File: config.mk
export PLATFORM = sky130hd
export DESIGN_NAME = gf_syndrome_ctrl
export DESIGN_NICKNAME = d
export VERILOG_FILES = /design/src/rtl/gf_syndrome_ctrl.sv
export SDC_FILE = /design/constraint.sdc
export NUM_CORES = 1
export LEC_CHECK = 0
export CAP_MARGIN = 0
export CORE_UTILIZATION = 35
export DETAILED_ROUTE_END_ITERATION = 12
export HOLD_SLACK_MARGIN = 0.1
export SYNTH_ARGS = -nofsm -noshare
export SYNTH_HDL_FRONTEND = slang
export SYNTH_SLANG_ARGS = --single-unit
File: constraint.sdc
create_clock -name iclk -period 5.4 [get_ports iclk]
set_input_delay 1.62 -clock iclk [delete_from_list [all_inputs] [get_ports iclk]]
set_output_delay 1.62 -clock iclk [all_outputs]
set_load 0.02 [all_outputs]
File: src/rtl/gf_syndrome_ctrl.sv
// BCH syndrome frame controller: streams LSB-first codeword words through pSYND_NUM Horner engines.
// Optional ieop/oerr framing check is built when GF_SYNDROME_CTRL_EOP_CHECK_EN is defined.
module gf_syndrome_ctrl #(
    parameter int m         = 4,
    parameter int irrpol    = 19,
    parameter int pN        = 15,
    parameter int pDAT_W    = 4,
    parameter int pSYND_NUM = 4
) (
    input  logic                   iclk,
    input  logic                   ireset_n,
    input  logic                   iclkena,
    input  logic                   ival,
    input  logic                   isop,
    input  logic [pDAT_W-1:0]      idat,
`ifdef GF_SYNDROME_CTRL_EOP_CHECK_EN
    input  logic                   ieop,
    output logic                   oerr,
`endif
    output logic                   ordy,
    output logic                   oval,
    input  logic                   irdy,
    output logic [pSYND_NUM*m-1:0] osyndrome,
    output logic                   ozero
);

    localparam int cWORD_NUM = (pN + pDAT_W - 1) / pDAT_W;
    localparam int cREM      = pN % pDAT_W;
    localparam logic [pDAT_W-1:0] cLAST_MASK =
        (cREM == 0) ? {pDAT_W{1'b1}} : pDAT_W'((1 << cREM) - 1);
    localparam int cCNT_W = $clog2(cWORD_NUM + 1);
    localparam logic [cCNT_W-1:0] cLAST_IDX = cCNT_W'(cWORD_NUM - 1);
    localparam logic [m-1:0] cPOLY = m'(irrpol);

    function automatic logic [m-1:0] mul_x(input logic [m-1:0] a);
        logic [m-1:0] s;
        s = a << 1;
        return a[m-1] ? (s ^ cPOLY) : s;
    endfunction

    function automatic logic [m-1:0] gf_mul(input logic [m-1:0] a, input logic [m-1:0] b);
        logic [m-1:0] r;
        logic [m-1:0] p;
        r = '0;
        p = a;
        for (int k = 0; k < m; k++) begin
            if (b[k]) r = r ^ p;
            p = mul_x(p);
        end
        return r;
    endfunction

    function automatic logic [m-1:0] alpha_pow(input int e);
        logic [m-1:0] r;
        r = m'(1);
        for (int k = 0; k < e; k++) r = mul_x(r);
        return r;
    endfunction

    function automatic logic [pSYND_NUM*m-1:0] alpha_table();
        logic [pSYND_NUM*m-1:0] t;
        t = '0;
        for (int i = 0; i < pSYND_NUM; i++) t[i*m +: m] = alpha_pow(i + 1);
        return t;
    endfunction

    localparam logic [pSYND_NUM*m-1:0] cALPHA = alpha_table();

    typedef enum logic [1:0] {
        WAIT_SOP = 2'd0,
        ACC      = 2'd1,
        HOLD     = 2'd2
    } state_t;

    state_t                 state;
    logic [cCNT_W-1:0]      word_cnt;
    logic [pSYND_NUM*m-1:0] acc;
    logic [pSYND_NUM*m-1:0] acc_nxt;
    logic [m-1:0]           eng_a;
    logic [cCNT_W-1:0]      word_idx;
    logic [pDAT_W-1:0]      mask;
    logic                   accept;
    logic                   frame_word;
    logic                   last_word;
    logic                   out_free;

    assign ordy       = (state != HOLD);
    assign accept     = ival & ordy & iclkena;
    // An isop word is always word 0, whether it starts or restarts a frame.
    assign frame_word = accept & (isop | (state == ACC));
    assign word_idx   = isop ? '0 : word_cnt;
    assign last_word  = (word_idx == cLAST_IDX);
    assign mask       = last_word ? cLAST_MASK : {pDAT_W{1'b1}};
    assign out_free   = ~oval | irdy;

    always_comb begin
        acc_nxt = '0;
        eng_a   = '0;
        for (int i = 0; i < pSYND_NUM; i++) begin
            eng_a = acc[i*m +: m];
            for (int b = 0; b < pDAT_W; b++) begin
                if (mask[b]) begin
                    if (isop && b == 0) eng_a = m'(idat[b]);
                    else                eng_a = gf_mul(eng_a, cALPHA[i*m +: m]) ^ m'(idat[b]);
                end
            end
            acc_nxt[i*m +: m] = eng_a;
        end
    end

`ifdef GF_SYNDROME_CTRL_EOP_CHECK_EN
    logic err_q;
    logic err_nxt;
    // ieop must coincide exactly with the last word; a restart taints the next vector.
    assign err_nxt = (isop ? (state == ACC) : err_q) | (ieop ^ last_word);
`endif

    always_ff @(posedge iclk) begin
        if (!ireset_n) begin
            state     <= WAIT_SOP;
            word_cnt  <= '0;
            acc       <= '0;
            oval      <= 1'b0;
            osyndrome <= '0;
            ozero     <= 1'b0;
`ifdef GF_SYNDROME_CTRL_EOP_CHECK_EN
            err_q     <= 1'b0;
            oerr      <= 1'b0;
`endif
        end else if (iclkena) begin
            if (oval && irdy) oval <= 1'b0;
            case (state)
                WAIT_SOP, ACC: begin
                    if (frame_word) begin
                        acc <= acc_nxt;
`ifdef GF_SYNDROME_CTRL_EOP_CHECK_EN
                        err_q <= err_nxt;
`endif
                        if (last_word) begin
                            word_cnt <= '0;
                            if (out_free) begin
                                oval      <= 1'b1;
                                osyndrome <= acc_nxt;
                                ozero     <= (acc_nxt == '0);
`ifdef GF_SYNDROME_CTRL_EOP_CHECK_EN
                                oerr      <= err_nxt;
`endif
                                state     <= WAIT_SOP;
                            end else begin
                                state <= HOLD;
                            end
                        end else begin
                            word_cnt <= word_idx + 1'b1;
                            state    <= ACC;
                        end
                    end
                end
                HOLD: begin
                    if (irdy) begin
                        oval      <= 1'b1;
                        osyndrome <= acc;
                        ozero     <= (acc == '0);
`ifdef GF_SYNDROME_CTRL_EOP_CHECK_EN
                        oerr      <= err_q;
`endif
                        state     <= WAIT_SOP;
                    end
                end
                default: state <= WAIT_SOP;
            endcase
        end
    end

endmodule

==> metrics <==
status=finished clean; Post-synth EDFFs=0; RSZ-0062 raised after global routing=false; Netlist cell types=49; FF+latch count, synth=39; Avg Inst Size Synth=around 7.8 sq um; final antenna-violating net count=0; VDD IR-drop max=around 0.11 mV; final WL=approximately 7.3 mm; layout cell share with drive strength beyond 1=0.05464; H-tree depth=2; HP Start=osyndrome[4]; Post-Syn Area=2729 sq um; I/O Buffers=28; Die Height=roughly 90 microns; routed length on met3=between 300 and 400 microns; multi-input logic area=1778 sq um; P_leak=approximately 1.1 nW; max-cap violations=0; Crit Path Class=in2reg; relative slew slack=0.4965; largest net degree at the start of global routing=36; final setup fails=0; TNS Setup=0 ns; DR iter-0 viols=209; worst reg2reg startpoint=acc[10]; leading cell type in the layout, fill and taps excluded=nand2_1; power per cell area=approximately 240 nW/um^2; vias in the first global route=approximately 2500; Post-Syn Nets=364; Clock Latency Late Sink=0.30 ns; Req. time, crit path=5.64 ns; root buf cell=clkbuf_8; clk sink count=39; initial antenna violation count=0; number of setup buffers added after CTS=0; area of the die=8154 sq um; DRT Pass-1 Iters=4; most frequent cells in the layout=nand2_1 (44), nor2_1 (40), dfxtp_1 (39), a21oi_1 (29); Worst setup SP type=input pin; crit path launch=idat[2]; area delta synth->final=15.68%; Final Wtd Congestion=0.8961; TritonCTS Buffers=5; Async SR Flop Fraction=0; Routed WL per cell=around 16 microns; Worst-path clk slew=approximately 0.08 ns; Synth area leader=dfxtp_1; Synth Flop Type=dfxtp_1; final slew viol count=0; num rows=31; CTS tree=built; area share of the largest cell type after synthesis=0.2861; clock buffer depth=2; number of nets in the final layout=around 380; Fmax=between 200 and 250 MHz; Post-DP HPWL=about 5.4 mm; DR top layer=met4; ant diodes=0; Initial Utilization=0.3683; post-synthesis sequential area ratio=0.2861; vias=2469; DRC=0; Chip Width=roughly 90 microns; M1 wire length=approximately 3.3 mm; met2 routed WL=3.490 mm; CP Max Fanout=5; Ys Warns=0; floorplan core area=about 7400 sq um; Hold Path Class=reg2reg; FF+latch area=780.7 sq um; Worst Max-Slew Pin Slew=between 0.7 and 0.8 ns; clk_skew=roughly 0.0053 ns; io pins=29; CTS Hold Bufs=0; DP Worst Slack=a little under 1 ns; overall power=0.7659 mW; GRT Util Overall=0.1944; Synth Instances=350; Crit. End Element=flop; first-pass GRT wire length=between 10 and 15 mm; Hold Violations, Final=0; Setup WS post-layout=1.269 ns; fin crit share=0.7649; Post-CTS Resized=0; min Tclk post-route=roughly 4.1 ns; Worst EP arrival=4.37 ns; FILL cells=770; vias per inst=5.310; largest cells by area after synthesis=dfxtp_1 (29%), xnor2_1 (9.0%), nand2_1 (6.1%), nor2_1 (5.5%), a21oi_1 (5.3%); Remaining Overflow, GRT=0
## through the flow
stage / utilization / area [sq um] / hold slack [ns] / cells
finish: 0.4261 / 3157 / 0.4525 / 465
global route: 0.4261 / 3157 / 0.4693 / 465
global placement: 0.4126 / 3057 / 0.4395 / 457
floorplan: - / 2729 / 0.4318 / 350
CTS: 0.4261 / 3157 / 0.4564 / 465
detailed placement: 0.4126 / 3057 / 0.4455 / 457
## power by group
| group | switching (mW) | total, mW | internal, mW | leakage (nW) |
|---|---|---|---|---|
| clock | 0.106 | 0.222 | 0.117 | 0.0515 |
| sequential | 0.0157 | 0.314 | 0.299 | 0.316 |
| combinational | 0.127 | 0.229 | 0.103 | 0.755 |
| total | 0.248 | 0.766 | 0.518 | 1.12 |
## worst max-delay path: stages
cell	delay (ns)
clkdlybuf4s50_1	0.54
xnor2_1	0.52
or3b_2	0.49
a211o_1	0.30
a221o_1	0.34
o41ai_2	0.33
o2111a_1	0.23
## kinds of logic (layout without fill, tap and decap cells)
| group | count (synthesis) | after routing | synth area share |
|---|---|---|---|
| flip-flops | 39 | 39 | 0.2861 |
| multiplexers | 6 | 6 | 0.02293 |
| adder cells (fa/ha/maj) | 4 | 4 | 0.01834 |
| AND/OR/NAND/NOR | 133 | 133 | 0.2283 |
| AO/OA/AOI/OAI | 91 | 91 | 0.2260 |
| XOR/XNOR | 39 | 39 | 0.1559 |
| buffers and inverters | 38 | 54 | 0.06236 |
## final cells by class
| cell class | count | share of cell area |
|---|---|---|
| Clock buffer | 8 | 0.03171 |
| Inverter | 11 | 0.01308 |
| Multi-Input combinational cell | 273 | 0.5632 |
| Sequential cell | 39 | 0.2473 |
| Tap cell | 99 | 0.03924 |
| Timing Repair Buffer | 35 | 0.1054 |
## synth_stat cells (all sizes together), types with 2 or more instances
cell    instances
dfxtp          39
nand3b          2
a211oi          8
xor2            5
a21o            2
a31oi           2
and4            2
nand2          44
xnor2          28
nor2b           8
or3             7
nor4            3
nor2           40
buf             6
o21ai          13
o211ai         13
o21a            2
o21bai          2
nand3           7
or3b            3
a211o           3
clkbuf         21
ha              4
nor3            8
o211a           3
inv            10
mux2i           4
xnor3           5
nand2b          3
and2            4
a21oi          29
mux2            2
a311oi          7
## layer usage
| metal | global-route usage | vias up |
|---|---|---|
| li1 | - | 1251 |
| met1 | 0.2429 | 1154 |
| met2 | 0.3321 | 52 |
| met3 | 0.03620 | 12 |
| met4 | 0.07124 | 0 |
| met5 | 0 | - |
## flip-flops by register name, indices dropped and copies added (netlist names)
name and count:
ozero 1, state 2, osyndrome 16, acc 16, word_cnt 3, oval 1
## final timing paths
path                   to  depth (start not counted)  slack [ns]
max                 ozero                          7        1.27
min          osyndrome[4]                          2        0.45
max reg2reg         ozero                          9        2.39
min reg2reg  osyndrome[4]                          2        0.45
No activity file was read; power rests on OpenSTA's default activity.
